`src/rtl/fmul_share_scheduler.sv`:
```
// fmul_share_scheduler
// Round-robin scheduler sharing one fixed-latency, non-stallable pipelined FP32
// multiplier among NUM_REQ requesters. One operand pair is issued per cycle and
// tagged with the requester index. The tag rides a MUL_LAT-deep shadow pipe, and
// each result is buffered with its tag in a response FIFO. A credit counter keeps
// issued-but-not-popped work at or below RSP_DEPTH, so the FIFO can never overflow.
//
// Optional feature: define FMUL_SCHED_STATS_EN to add the o_issue_cnt/o_stall_cnt
// 16-bit saturating counters.
//
// Ports:
//   i_clk, i_rst            clock, synchronous active-high reset
//   i_req_valid[NUM_REQ]    per-requester request valid
//   i_req_a/i_req_b         packed per-requester operands (requester r at r*DATA_W)
//   o_req_ready[NUM_REQ]    one-hot grant, handshake = valid & ready
//   o_mul_valid/a/b         registered issue to the multiplier
//   i_mul_result            product, valid MUL_LAT cycles after o_mul_valid
//   o_rsp_valid/tag/data    response FIFO head
//   i_rsp_ready             consumer accept, pop = o_rsp_valid & i_rsp_ready
//   o_issue_cnt/o_stall_cnt handshake / credit-stall counters (stats build only)
module fmul_share_scheduler #(
  parameter int unsigned NUM_REQ   = 4,
  parameter int unsigned DATA_W    = 32,
  parameter int unsigned MUL_LAT   = 3,
  parameter int unsigned RSP_DEPTH = 4,
  parameter int unsigned TAG_W     = (NUM_REQ > 1) ? $clog2(NUM_REQ) : 1
) (
  input  logic                        i_clk,
  input  logic                        i_rst,
  input  logic [NUM_REQ-1:0]          i_req_valid,
  input  logic [NUM_REQ*DATA_W-1:0]   i_req_a,
  input  logic [NUM_REQ*DATA_W-1:0]   i_req_b,
  output logic [NUM_REQ-1:0]          o_req_ready,
  output logic                        o_mul_valid,
  output logic [DATA_W-1:0]           o_mul_a,
  output logic [DATA_W-1:0]           o_mul_b,
  input  logic [DATA_W-1:0]           i_mul_result,
  output logic                        o_rsp_valid,
  output logic [TAG_W-1:0]            o_rsp_tag,
  output logic [DATA_W-1:0]           o_rsp_data,
  input  logic                        i_rsp_ready
`ifdef FMUL_SCHED_STATS_EN
  ,
  output logic [15:0]                 o_issue_cnt,
  output logic [15:0]                 o_stall_cnt
`endif
);

  localparam int unsigned PTR_W = $clog2(RSP_DEPTH);
  localparam int unsigned CNT_W = $clog2(RSP_DEPTH + 1);
  localparam logic [CNT_W-1:0] LP_DEPTH = CNT_W'(RSP_DEPTH);

  logic [CNT_W-1:0]  r_cnt;
  logic [TAG_W-1:0]  r_ptr;
  logic              r_mul_valid;
  logic [DATA_W-1:0] r_mul_a;
  logic [DATA_W-1:0] r_mul_b;
  logic [TAG_W-1:0]  r_issue_tag;
  logic [MUL_LAT-1:0] r_pipe_vld;
  logic [TAG_W-1:0]  r_pipe_tag [MUL_LAT];
  logic [DATA_W-1:0] r_fifo_data [RSP_DEPTH];
  logic [TAG_W-1:0]  r_fifo_tag [RSP_DEPTH];
  logic [PTR_W-1:0]  r_wptr;
  logic [PTR_W-1:0]  r_rptr;
  logic [CNT_W-1:0]  r_fcnt;

  logic              w_credit_ok;
  logic              w_gnt_vld;
  logic [TAG_W-1:0]  w_gnt_idx;
  logic [TAG_W-1:0]  w_idx;
  logic [NUM_REQ-1:0] w_ready;
  logic              w_hs;
  logic              w_push;
  logic              w_pop;
  logic              w_full;
  logic [DATA_W-1:0] w_sel_a;
  logic [DATA_W-1:0] w_sel_b;

  // Credit is judged on the registered count only: a pop this cycle frees its
  // credit next cycle, which keeps the grant path short.
  assign w_credit_ok = (r_cnt < LP_DEPTH) && !i_rst;

  // Round-robin search starting just after the last granted requester.
  always_comb begin
    w_gnt_vld = 1'b0;
    w_gnt_idx = '0;
    w_idx     = '0;
    w_ready   = '0;
    if (w_credit_ok) begin
      for (int unsigned k = 1; k <= NUM_REQ; k++) begin
        w_idx = TAG_W'((32'(r_ptr) + k) % NUM_REQ);
        if (!w_gnt_vld && i_req_valid[w_idx]) begin
          w_gnt_vld = 1'b1;
          w_gnt_idx = w_idx;
        end
      end
    end
    if (w_gnt_vld) w_ready[w_gnt_idx] = 1'b1;
  end

  assign o_req_ready = w_ready;
  assign w_hs        = w_gnt_vld;
  assign w_sel_a     = i_req_a[w_gnt_idx*DATA_W +: DATA_W];
  assign w_sel_b     = i_req_b[w_gnt_idx*DATA_W +: DATA_W];

  assign w_push      = r_pipe_vld[MUL_LAT-1];
  assign o_rsp_valid = (r_fcnt != '0);
  assign w_pop       = o_rsp_valid && i_rsp_ready;
  assign w_full      = (r_fcnt == LP_DEPTH);
  assign o_rsp_tag   = r_fifo_tag[r_rptr];
  assign o_rsp_data  = r_fifo_data[r_rptr];

  assign o_mul_valid = r_mul_valid;
  assign o_mul_a     = r_mul_a;
  assign o_mul_b     = r_mul_b;

  always_ff @(posedge i_clk) begin
    if (i_rst) begin
      r_cnt       <= '0;
      r_ptr       <= TAG_W'(NUM_REQ - 1);
      r_mul_valid <= 1'b0;
      r_mul_a     <= '0;
      r_mul_b     <= '0;
      r_issue_tag <= '0;
      r_pipe_vld  <= '0;
      for (int i = 0; i < int'(MUL_LAT); i++) r_pipe_tag[i] <= '0;
      for (int i = 0; i < int'(RSP_DEPTH); i++) begin
        r_fifo_data[i] <= '0;
        r_fifo_tag[i]  <= '0;
      end
      r_wptr      <= '0;
      r_rptr      <= '0;
      r_fcnt      <= '0;
    end else begin
      r_cnt       <= r_cnt + CNT_W'(w_hs) - CNT_W'(w_pop);
      r_mul_valid <= w_hs;
      if (w_hs) begin
        r_ptr       <= w_gnt_idx;
        r_mul_a     <= w_sel_a;
        r_mul_b     <= w_sel_b;
        r_issue_tag <= w_gnt_idx;
      end
      // Shadow pipe aligned so the last stage is valid exactly when the
      // multiplier presents the matching product.
      r_pipe_vld[0] <= r_mul_valid;
      r_pipe_tag[0] <= r_issue_tag;
      for (int i = 1; i < int'(MUL_LAT); i++) begin
        r_pipe_vld[i] <= r_pipe_vld[i-1];
        r_pipe_tag[i] <= r_pipe_tag[i-1];
      end
      if (w_push) begin
        r_fifo_data[r_wptr] <= i_mul_result;
        r_fifo_tag[r_wptr]  <= r_pipe_tag[MUL_LAT-1];
        r_wptr              <= r_wptr + 1'b1;
      end
      if (w_pop) r_rptr <= r_rptr + 1'b1;
      r_fcnt <= r_fcnt + CNT_W'(w_push) - CNT_W'(w_pop);
    end
  end

`ifndef SYNTHESIS
  ASSERT_FIFO_NO_OVERFLOW: assert property (@(posedge i_clk) disable iff (i_rst)
    !(w_push && w_full));
`endif

`ifdef FMUL_SCHED_STATS_EN
  logic [15:0] r_issue_cnt;
  logic [15:0] r_stall_cnt;
  logic        w_stall;

  assign w_stall = (|i_req_valid) && !(r_cnt < LP_DEPTH) && !i_rst;

  always_ff @(posedge i_clk) begin
    if (i_rst) begin
      r_issue_cnt <= '0;
      r_stall_cnt <= '0;
    end else begin
      if (w_hs && (r_issue_cnt != 16'hFFFF)) r_issue_cnt <= r_issue_cnt + 16'd1;
      if (w_stall && (r_stall_cnt != 16'hFFFF)) r_stall_cnt <= r_stall_cnt + 16'd1;
    end
  end

  assign o_issue_cnt = r_issue_cnt;
  assign o_stall_cnt = r_stall_cnt;
`endif

endmodule

```
`config.mk`:
```
export PLATFORM = sky130hd
export DESIGN_NAME = fmul_share_scheduler
export DESIGN_NICKNAME = d
export VERILOG_FILES = /design/src/rtl/fmul_share_scheduler.sv
export SDC_FILE = /design/constraint.sdc
export NUM_CORES = 1
export LEC_CHECK = 0
export ABC_AREA = 1
export CAP_MARGIN = 30
export CORE_MARGIN = 1.5
export CORE_UTILIZATION = 42
export DETAILED_ROUTE_END_ITERATION = 6
export GPL_TIMING_DRIVEN = 0
export MAX_ROUTING_LAYER = met4
export PLACE_DENSITY = 0.78
export SLEW_MARGIN = 20
export SYNTH_ARGS = -nofsm -noshare
export SYNTH_HDL_FRONTEND = slang
export SYNTH_SLANG_ARGS = --single-unit
```
`constraint.sdc`:
```
create_clock -name i_clk -period 3.4 [get_ports i_clk]
set_input_delay 0.34 -clock i_clk [delete_from_list [all_inputs] [get_ports i_clk]]
set_output_delay 0.34 -clock i_clk [all_outputs]
set_load 0.05 [all_outputs]
```
=== Word level (Yosys, flattened, before mapping) ===
Memories as Yosys holds them, arrays and structs flattened. A register that Yosys moved wholly into a read port is not among the register bits.
Cells that the tools add are included.

* Register bits: 82
* Input bits: 295
* Word-level logic and storage cells: 91
* Memories kept: 3
* Output and inout port bits: 104
* Memory bits (writable): 142

{| class="wikitable"
|+ Memory list
! memory !! depth !! width !! rd ports !! clocked after memory_dff !! wr ports !! line !! source
|-
| r_fifo_data || 4 || 32 || 1 || 1 || 4 || 61 || <nowiki>logic [DATA_W-1:0] r_fifo_data [RSP_DEPTH];</nowiki>
|-
| r_fifo_tag || 4 || 2 || 1 || 1 || 4 || 62 || <nowiki>logic [TAG_W-1:0] r_fifo_tag [RSP_DEPTH];</nowiki>
|-
| r_pipe_tag || 3 || 2 || 3 || 0 || 3 || 60 || <nowiki>logic [TAG_W-1:0] r_pipe_tag [MUL_LAT];</nowiki>
|}

* Multiplexer cells: 43
* Reductions and logical operators: 13
* Add/subtract/negate cells: 10
* Shift-type cells: 2
* Magnitude comparators: 7
* Bitwise gates (word level): 3

{| class="wikitable"
|+ Operator list
! kind !! count
|-
| variable part select 128 x 8 -> 32 bit || 2
|-
| two-way mux 32 bit || 1
|-
| OR reduction 32 bit || 1
|-
| two-way mux 2 bit || 15
|-
| two-way mux 1 bit || 21
|-
| less-than comparator 2 x 3 -> 1 bit (second input constant) || 5
|-
| adder 2 x 1 -> 2 bit (second input constant) || 4
|-
| binary-select mux 1 bit (select 2 bit) || 4
|-
| adder 3 x 1 -> 3 bit || 2
|-
| logical AND 1 bit || 6
|-
| subtractor 3 x 1 -> 3 bit || 2
|-
| adder 2 bit (second input constant) || 2
|-
| logical NOT 1 bit || 4
|-
| two-way mux 4 bit || 1
|-
| less-than comparator 3 bit (second input constant) || 1
|-
| bitwise OR 1 bit || 3
|-
| nonzero test 3 bit || 1
|-
| demux 1 bit (select 2 bit) || 1
|-
| >= comparator 2 x 1 -> 1 bit (second input constant) || 1
|-
| OR reduction 2 bit || 1
|}

=== Depth between registers and ports, before layout ===
Gate-level depths: netlist of the first run.

* Depth in word-level cells: 22
* Mapped depth: 19
* Mapped depth without buffers: 17

=== Least setup slack after synthesis of the first run ===
No wires, ideal clock.

* Path kind: reg-to-reg
* Start point: register r_wptr[1]
* End point: memory r_fifo_data[2][0] (enable)
* Period minus slack after synthesis: 3565 ps
* Setup slack: -165 ps
* Buffers on the path: 0
* Arrival: 3092 ps
* Data required time: 2928 ps
* Setup time: 472 ps
* Cell stages (with the launch flop): 5
* Path through: dfxtp_1 -> inv_1 -> nor2_1 -> clkinv_1 -> o21ai_0

{| class="wikitable"
|+ RTL lines
! what !! line !! source
|-
| from (decl) || 63 || <nowiki>logic [PTR_W-1:0] r_wptr;</nowiki>
|-
| from (signal assigned) || 154 || <nowiki>r_wptr <= r_wptr + 1'b1;</nowiki>
|-
| to (decl) || 61 ||
|}

==> flow_metrics.env, run 1 <==
export IMPL_syn_avg_cell_area_um2=7.71
export IMPL_cts_sinks=226
export IMPL_num_fill_cells=2283
export IMPL_syn_cell_area_mm2=0.0115
export IMPL_drive_gt1_frac=0.0628
export IMPL_final_area_mm2=0.0169
export IMPL_p_per_area_mw_per_mm2=892
export IMPL_placed_area_mm2=0.0161
export IMPL_path_cells="clkbuf_1 > inv_1 > clkbuf_1 > clkbuf_2 > nor2_1 > o22ai_1 > dlygate4sd2_1"
export IMPL_maxSlewViolCount=0
export IMPL_setup_slack_ns=0.183
export IMPL_gp_congestion=0.949
export IMPL_critical_path_required_ns=3.06
export IMPL_leakage_nw=7.27
export IMPL_synth_top_area_cell="edfxtp_1"
export IMPL_finalWorstPathRequiredPeriod_ns=3.22
export IMPL_critPathBufInv=5
export IMPL_vdd_ir_drop_worst_mv=0.543
export IMPL_drt_iter0_drc=1261
export IMPL_crit_top_cell="clkbuf_1"
export IMPL_cp_max_fo=10
export IMPL_synth_nets=1796
export IMPL_ys_seq_area_frac=0.511
export IMPL_rsz0062_at_grt="false"
export IMPL_run_status="finished, final reports clean"
export IMPL_synth_cells=1495
export IMPL_nets=2225
export IMPL_cp_end_kind="output pin"
export IMPL_grt_pass1_wl_mm=66.7
export IMPL_critical_path_top_delay_family="buffers and inverters"
export IMPL_grt_pass1_vias=11660
export IMPL_synthFlopType="edfxtp_1"
export IMPL_grt_use_total=0.324
export IMPL_worst_pin_slew_ns=0.756
export IMPL_drc=0
export IMPL_placed_cells=2238
export IMPL_cts_buffers=25
export IMPL_fin_crit_sh=0.946
export IMPL_worst_path_largest_cell_delay_ns=0.57
export IMPL_crit_type="flip-flop to output pin"
export IMPL_vias=12133
export IMPL_initial_core_util=0.428
export IMPL_yosysWarnings=0
export IMPL_antenna_found_initial=6
export IMPL_core_mm2=0.0270
export IMPL_dr_pass1_iters=5
export IMPL_cts_htree_levels=1
export IMPL_synth_edf_count=136
export IMPL_die_area_mm2=0.0284
export IMPL_syn_to_final_growth_pct=46.3
export IMPL_min_path_type="flip-flop to flip-flop"
export IMPL_synth_top_area_share=0.354
export IMPL_die_height_um=169
export IMPL_ys_types=31
export IMPL_routed_wl_mm=45.8
export IMPL_place_hpwl_mm=35.2
export IMPL_grt_max_degree=23
export IMPL_synth_seq_cells=226
export IMPL_cts_tree="built"
export IMPL_max_freq_mhz=311
export IMPL_grt_overflow=0
export IMPL_skew_ns=0.0282
export IMPL_clkSlewWorstSetupHoldPaths_ns=0.06
export IMPL_slew_headroom=0.494
export IMPL_worstSkewPairLatency_ns=0.52
export IMPL_synth_area_leaders="edfxtp_1, dfxtp_1, nand3_1"
export IMPL_finalHoldViolations=0
export IMPL_dieWidth_um=169
export IMPL_finalSetupViolCount=0
export IMPL_via_per_inst=5.30
export IMPL_wire_per_inst_um=20.0
export IMPL_cap_violations=0
export IMPL_ioPinCount=399
export IMPL_synthArstFlopShare=0
export IMPL_cp_data_arrival_time_ns=2.88
export IMPL_fin_cells=2289
export IMPL_cp_start_kind="flip-flop"
export IMPL_clockBufferDepth=3
export IMPL_io_buffer_count=398
export IMPL_ant_nets=0
export IMPL_place_ws_ns=-0.309
export IMPL_cts_root_buf="clkbuf_16"
export IMPL_rows=60
export IMPL_crit_slowest_cell="dlygate4sd2_1"
per-stage QoR:
| stage | power (W) | setup TNS (ns) | utilization | hold WS [ns] |
|---|---|---|---|---|
| global placement | 0.0124 | -158.01 | 0.591 | 0.391 |
| floorplan | 0.00932 | 0 | - | 0.388 |
| detailed placement | 0.0125 | -0.361 | 0.596 | 0.396 |
| global route | 0.0158 | 0 | 0.626 | 0.395 |
| finish | 0.0150 | 0 | 0.626 | 0.384 |
| CTS | 0.0150 | 0 | 0.624 | 0.388 |
cells by family (layout without fill, tap and decap cells):
group	after synthesis	count (layout)	synth area share
fa+ha+maj	6	6	0.00782
flops	226	226	0.511
other cells	0	6	0
xor+xnor	2	2	0.00152
buf+inv	251	698	0.0965
compound gates	116	116	0.0544
simple gates	894	894	0.329
state kept, by name, indices dropped and copies added (netlist names), named ones only:
name,count
o_mul_a,32
r_rptr,2
r_fifo_data,128
o_mul_valid,1
r_wptr,2
o_mul_b,32
r_issue_tag,2
r_pipe_tag,6
r_cnt,3
r_pipe_vld,3
r_ptr,2
r_fcnt,3
r_fifo_tag,8
cell type report:
class / instances / area (µm²) / area share
well taps: 341 / 427 / 0.0253
inverters: 145 / 547 / 0.0324
flip-flops and latches: 226 / 5890 / 0.349
clock buffers: 31 / 678 / 0.0402
plain buffers: 106 / 571 / 0.0338
multi-input cells: 1018 / 4580 / 0.272
repair buffers: 402 / 4090 / 0.243
diodes: 6 / 15.0 / 0.000890
clock inverters: 14 / 67.6 / 0.00401
worst reg2reg max path, cell delays in order (launching register included):
cell	delay [ns]
dfxtp_1	0.30
buf_4	0.16
inv_2	0.14
nand2_1	0.10
nand3_1	0.10
nand2_2	0.08
nor2_4	0.16
nand3_2	0.10
nand2_4	0.15
clkbuf_1	0.37
ha_1	0.21
inv_1	0.04
ha_1	0.18
fa_1	0.37
or2_2	0.30
a21oi_1	0.11
placed cells by master (no fill, tap or decap), types with 2 or more instances in the layout:
| cell | count |
|---|---|
| dlymetal6s2s_1 | 11 |
| clkbuf_16 | 25 |
| inv_2 | 6 |
| nand3_1 | 315 |
| dfxtp_1 | 90 |
| buf_6 | 8 |
| ha_1 | 4 |
| buf_2 | 28 |
| nand2_2 | 5 |
| clkdlybuf4s50_1 | 374 |
| or2_2 | 2 |
| a21oi_1 | 5 |
| inv_1 | 135 |
| nand2_4 | 2 |
| clkinv_2 | 4 |
| buf_4 | 19 |
| edfxtp_1 | 136 |
| fa_1 | 2 |
| buf_1 | 2 |
| clkbuf_1 | 50 |
| diode_2 | 6 |
| o21ai_4 | 3 |
| xor2_1 | 2 |
| clkbuf_2 | 4 |
| nor2_1 | 230 |
| clkbuf_8 | 3 |
| o22ai_1 | 34 |
| dlygate4sd2_1 | 9 |
| nand2_1 | 336 |
| clkinv_1 | 10 |
| buf_16 | 3 |
| o21ai_0 | 72 |
Yosys cell counts, drive strengths merged, types with 3 or more instances:
master / count
a21oi: 5
o22ai: 34
clkbuf: 52
clkinv: 3
edfxtp: 136
dfxtp: 90
nand2: 343
buf: 54
o21ai: 75
nand3: 316
inv: 142
ha: 4
nor2: 231
routing by layer:
layer	global-route usage	vias to the layer above	share of wire
met5	-	-	0
met4	0.135	0	0.041
met3	0.0486	95	0.083
met2	0.552	682	0.50
met1	0.384	5601	0.38
li1	-	5755	-
timing repair:
action | 4_1_cts | 5_1_grt
setup buffers | 0 | 0
hold buffers | 0 | 0
endpoints found under the hold margin | 0 | 0
setup endpoints to repair | 24 | 15
gates resized for setup | 29 | 22
final timing paths:
kind,slack [ns],to,start,cells after the start
min reg2reg,0.38,r_pipe_vld[1],r_pipe_vld[0],2
max reg2reg,0.46,r_cnt[2],r_ptr[0],15
max,0.18,o_rsp_data[19],flip-flop,7
min,0.38,r_pipe_vld[1],r_pipe_vld[0],2
power by group:
group | switching (W) | internal (W)
sequential | 0.000255 | 0.00340
combinational | 0.00613 | 0.00277
clock | 0.00108 | 0.00141
(Power assumes the default switching activity.)
==> run 2: changes to the inputs <==
==> constraint.sdc (replaced) <==
create_clock -name i_clk -period 3.4 [get_ports i_clk]
set_input_delay 0.68 -clock i_clk [delete_from_list [all_inputs] [get_ports i_clk]]
set_output_delay 0.68 -clock i_clk [all_outputs]
set_load 0.05 [all_outputs]
==> flow_metrics.env, run 2 (same netlist as run 1, synthesis figures left out) <==
export IMPL_run_status="finished, final reports clean"
export IMPL_worst_pin_slew_ns=0.815
export IMPL_finalHoldViolations=0
export IMPL_finalSetupViolCount=0
export IMPL_hold_path_depth=2
export IMPL_place_ws_ns=-0.766
export IMPL_ant_nets=0
export IMPL_grt_use_met2=0.569
export IMPL_crit_type="flip-flop to output pin"
export IMPL_worstHoldStart="o_mul_valid"
export IMPL_grt_use_total=0.332
export IMPL_drive_gt1_frac=0.0731
export IMPL_tns_ns=0
export IMPL_dieWidth_um=169
export IMPL_grt_pass1_vias=11763
export IMPL_routed_wl_mm=46.3
export IMPL_hold_worst_slack_ns=0.395
export IMPL_core_mm2=0.0270
export IMPL_cp_start_kind="flip-flop"
export IMPL_cp_max_fo=10
export IMPL_skew_ns=0.0269
export IMPL_min_path_type="flip-flop to flip-flop"
export IMPL_cts_buffers=25
export IMPL_rsz0062_at_grt="false"
export IMPL_power_w=0.0155
export IMPL_rows=60
export IMPL_largest_register_ff_count=128
export IMPL_vias=12148
export IMPL_syn_to_final_growth_pct=47.7
export IMPL_critical_path_required_ns=2.72
export IMPL_place_hpwl_mm=35.7
export IMPL_cts_htree_levels=1
export IMPL_fin_crit_sh=0.968
export IMPL_drt_iter0_drc=1130
export IMPL_worstSkewPairLatency_ns=0.55
export IMPL_leakage_nw=7.26
export IMPL_die_area_mm2=0.0284
export IMPL_cp_end_kind="output pin"
export IMPL_grt_use_met1=0.399
export IMPL_setup_slack_ns=0.108
export IMPL_vdd_ir_drop_worst_mv=0.559
export IMPL_clkSlewWorstSetupHoldPaths_ns=0.06
export IMPL_dr_pass1_iters=7
export IMPL_grt_pass1_wl_mm=68.8
export IMPL_grt_max_degree=22
export IMPL_p_per_area_mw_per_mm2=912
export IMPL_wire_per_inst_um=20.2
export IMPL_final_cell_mix="clkdlybuf4s50_1, nand2_1, nand3_1, nor2_1, edfxtp_1"
export IMPL_cts_root_buf="clkbuf_16"
export IMPL_cap_violations=0
export IMPL_grt_overflow=0
export IMPL_slew_headroom=0.457
export IMPL_antenna_found_initial=8
export IMPL_final_area_mm2=0.0170
export IMPL_grt_use_met3=0.0421
export IMPL_placed_area_mm2=0.0161
export IMPL_drc=0
export IMPL_cts_tree="built"
export IMPL_io_buffer_count=398
export IMPL_nets=2224
export IMPL_cp_data_arrival_time_ns=2.61
export IMPL_ioPinCount=399
export IMPL_maxSlewViolCount=0
export IMPL_layout_commonest_cell="clkdlybuf4s50_1"
export IMPL_largest_register="r_fifo_data"
export IMPL_gp_congestion=0.991
export IMPL_finalWorstPathRequiredPeriod_ns=3.29
export IMPL_die_height_um=169
export IMPL_grt_busiest_layer="met2"
export IMPL_reg2reg_depth=17
export IMPL_via_per_inst=5.30
export IMPL_clockBufferDepth=3
export IMPL_initial_core_util=0.428
export IMPL_max_freq_mhz=304
export IMPL_r2r_start="r_ptr[0]"
export IMPL_cts_sinks=226
==> run 2: through the flow <==
step | instances | utilization
floorplan | 1495 | -
detailed placement | 2238 | 0.597
global placement | 2234 | 0.592
CTS | 2283 | 0.630
global route | 2291 | 0.632
finish | 2291 | 0.632
==> run 2: per-layer routing <==
layer  vias to the layer above  wire, µm
met5                         -         0
met4                         0      1940
met3                       100      3500
met2                       626     22900
met1                      5653     18000
li1                       5769         -
==> run 2: power by group <==
| group | leakage [nW] | switching, W | internal, W |
|---|---|---|---|
| clock | 0.429 | 0.00116 | 0.00174 |
| sequential | 2.15 | 0.000257 | 0.00340 |
| combinational | 4.68 | 0.00622 | 0.00274 |
==> run 2: critical path, stage by stage (launching register included) <==
cell and delay [ns]:
dfxtp_1 0.29, clkbuf_1 0.19, inv_1 0.19, clkbuf_2 0.26
clkbuf_2 0.29, nor2_1 0.07, o22ai_1 0.23, clkdlybuf4s15_1 0.53
==> run 2: cell type report <==
cell class | instances | area (µm²)
fillers | 2308 | 9930
repair buffers | 404 | 4100
multi-input cells | 1018 | 4600
clock buffers | 26 | 629
flip-flops and latches | 226 | 5890
well taps | 341 | 427
plain buffers | 103 | 562
diodes | 8 | 20.0
clock inverters | 20 | 251
inverters | 145 | 549
==> run 2: repair_timing <==
item / in CTS / in global routing
gates resized for setup: 93 / 12
hold buffers: 0 / 0
pin swaps: 1 / 1
setup buffers: 0 / 2
setup endpoints to repair: 38 / 19
==> run 2: path summary, 6_finish.rpt <==
kind                    end  slack, ns
max          o_rsp_data[21]       0.11
min           r_pipe_vld[0]       0.40
max reg2reg        r_cnt[2]       0.36
min reg2reg   r_pipe_vld[0]       0.40
==> run 3: changes to the inputs <==
--- a/config.mk
+++ b/config.mk
@@ -12,7 +12,7 @@
 export DETAILED_ROUTE_END_ITERATION = 6
 export GPL_TIMING_DRIVEN = 0
 export MAX_ROUTING_LAYER = met4
-export PLACE_DENSITY = 0.78
+export PLACE_DENSITY = 0.77
 export SLEW_MARGIN = 20
 export SYNTH_ARGS = -nofsm -noshare
 export SYNTH_HDL_FRONTEND = slang
==> constraint.sdc (replaced) <==
create_clock -name i_clk -period 3.4 [get_ports i_clk]
set_input_delay 0.68 -clock i_clk [delete_from_list [all_inputs] [get_ports i_clk]]
set_output_delay 0.68 -clock i_clk [all_outputs]
set_load 0.1 [all_outputs]
==> flow_metrics.env, run 3 (same netlist as run 1, synthesis figures left out) <==
export IMPL_run_status="finished, final reports clean"
export IMPL_crit_slowest_cell="clkdlybuf4s50_1"
export IMPL_wire_per_inst_um=20.4
export IMPL_via_per_inst=5.31
export IMPL_grt_pass1_wl_mm=70.2
export IMPL_leakage_nw=7.57
export IMPL_die_height_um=169
export IMPL_largest_register_ff_count=128
export IMPL_dr_pass1_iters=6
export IMPL_worst_path_largest_cell_delay_ns=0.44
export IMPL_finalSetupViolCount=0
export IMPL_finalWorstPathRequiredPeriod_ns=3.36
export IMPL_cp_end_kind="output pin"
export IMPL_drt_iter0_drc=1324
export IMPL_critical_path_required_ns=2.72
export IMPL_cp_start_kind="input pin"
export IMPL_io_buffer_count=398
export IMPL_drc=0
export IMPL_rows=60
export IMPL_cts_root_buf="clkbuf_16"
export IMPL_placed_cells=2265
export IMPL_die_area_mm2=0.0284
export IMPL_drive_gt1_frac=0.100
export IMPL_seq_area_mm2=0.00589
export IMPL_place_hpwl_mm=35.9
export IMPL_nets=2253
export IMPL_cts_tree="built"
export IMPL_layout_commonest_cell="clkdlybuf4s50_1"
export IMPL_vias=12304
export IMPL_dieWidth_um=169
export IMPL_ioPinCount=399
export IMPL_clkSlewWorstSetupHoldPaths_ns=0.06
export IMPL_crit_type="input pin to output pin"
export IMPL_max_freq_mhz=298
export IMPL_clockBufferDepth=3
export IMPL_placed_area_mm2=0.0168
export IMPL_syn_to_final_growth_pct=54.2
export IMPL_largest_register="r_fifo_data"
export IMPL_routed_wl_mm=47.2
export IMPL_worst_pin_slew_ns=1.07
export IMPL_cts_buffers=25
export IMPL_maxSlewViolCount=0
export IMPL_ant_nets=0
export IMPL_slew_headroom=0.286
export IMPL_final_cell_mix="clkdlybuf4s50_1, nand2_1, nand3_1, nor2_1, edfxtp_1"
export IMPL_critPathBufInv=6
export IMPL_grt_use_total=0.337
export IMPL_grt_overflow=0
export IMPL_cp_max_fo=19
export IMPL_num_fill_cells=2224
export IMPL_fin_cells=2315
export IMPL_grt_pass1_vias=11940
export IMPL_crit_top_cell="nand2_1"
export IMPL_path_cells="clkdlybuf4s50_1 > nand2_1 > nand2_1 > nand2_1 > nand2_2 > nor2_4 > buf_4 > nand3_1 > nand2_1 > inv_1 > nand2_4 > inv_2 > buf_8 > nor3_4 > buf_12"
export IMPL_finalHoldViolations=0
export IMPL_skew_ns=0.0175
export IMPL_cts_sinks=226
export IMPL_tns_ns=0
export IMPL_final_area_mm2=0.0178
export IMPL_gp_congestion=0.968
export IMPL_cts_htree_levels=1
export IMPL_grt_max_degree=22
export IMPL_min_path_type="flip-flop to flip-flop"
export IMPL_cap_violations=0
export IMPL_worstSkewPairLatency_ns=0.51
export IMPL_vdd_ir_drop_worst_mv=0.855
export IMPL_fin_crit_sh=0.988
export IMPL_multi_input_area_mm2=0.00463
export IMPL_critical_path_top_delay_family="buffers and inverters"
export IMPL_cp_data_arrival_time_ns=2.68
export IMPL_initial_core_util=0.428
export IMPL_p_per_area_mw_per_mm2=1040
export IMPL_antenna_found_initial=4
export IMPL_core_mm2=0.0270
==> run 3: cell count changes in the layout (fill, tap and decap cells not counted), sizes merged <==
cell           previous run  this run
buf                      61       105
bufinv                    5         4
clkbuf                   79        84
clkdlybuf4s15            13        18
clkdlybuf4s18             0         1
clkdlybuf4s50           360       359
clkinv                   14         9
diode                     8         4
dlygate4sd2              20         0
dlymetal6s2s              0         1
inv                     144       143
==> run 3: area by class of cell <==
class / instances / area share
clock buffers: 32 / 0.0378
multi-input cells: 1018 / 0.260
inverters: 145 / 0.0310
diodes: 4 / 0.000563
plain buffers: 101 / 0.0310
clock inverters: 13 / 0.00985
well taps: 341 / 0.0240
flip-flops and latches: 226 / 0.331
repair buffers: 435 / 0.274
==> run 3: repair_timing <==
action,in CTS,in global routing
resized for setup,174,26
setup endpoints to repair,38,25
hold buffers,0,0
pin swaps,3,3
buffers inserted,3,3
gates cloned,0,0
==> run 3: worst min-delay path, delay by kind of cell (launching register included) <==
kind,cells,cell delay (ns)
flip-flops,1,0.29
AND/OR/NAND/NOR,1,0.03
buffers and inverters,1,0.04
==> run 3: where the power goes <==
| part | total, W | switching [W] | leakage (nW) | internal (W) |
|---|---|---|---|---|
| Clock | 0.00283 | 0.00113 | 0.409 | 0.00170 |
| Combinational | 0.0121 | 0.00849 | 5.01 | 0.00356 |
| Sequential | 0.00367 | 0.000273 | 2.15 | 0.00340 |
==> run 3: metal layers <==
layer,GRT usage,routed length [µm]
met5,-,0
met4,0.0978,1460
met2,0.583,23800
met3,0.0442,3630
met1,0.411,18300
==> run 3: path summary, 6_finish.rpt <==
path | slack, ns | to | from | cells after the start
min reg2reg | 0.39 | r_pipe_vld[1] | r_pipe_vld[0] | 2
max reg2reg | 0.39 | o_mul_b[29] | r_ptr[0] | 18
max | 0.04 | o_req_ready[0] | i_req_valid[3] | 15
min | 0.39 | r_pipe_vld[1] | r_pipe_vld[0] | 2
==> run 3: stage by stage <==
| step | utilization | power [W] | hold slack, ns | worst slack, ns |
|---|---|---|---|---|
| 2_1_floorplan | - | 0.0114 | 0.388 | -0.232 |
| 3_3_place_gp | 0.592 | 0.0145 | 0.391 | -1.71 |
| 3_5_place_dp | 0.625 | 0.0155 | 0.393 | -1.16 |
| 4_1_cts | 0.658 | 0.0184 | 0.395 | -0.0639 |
| 5_1_grt | 0.660 | 0.0193 | 0.404 | -0.0238 |
| 6_report | 0.660 | 0.0186 | 0.392 | 0.0422 |
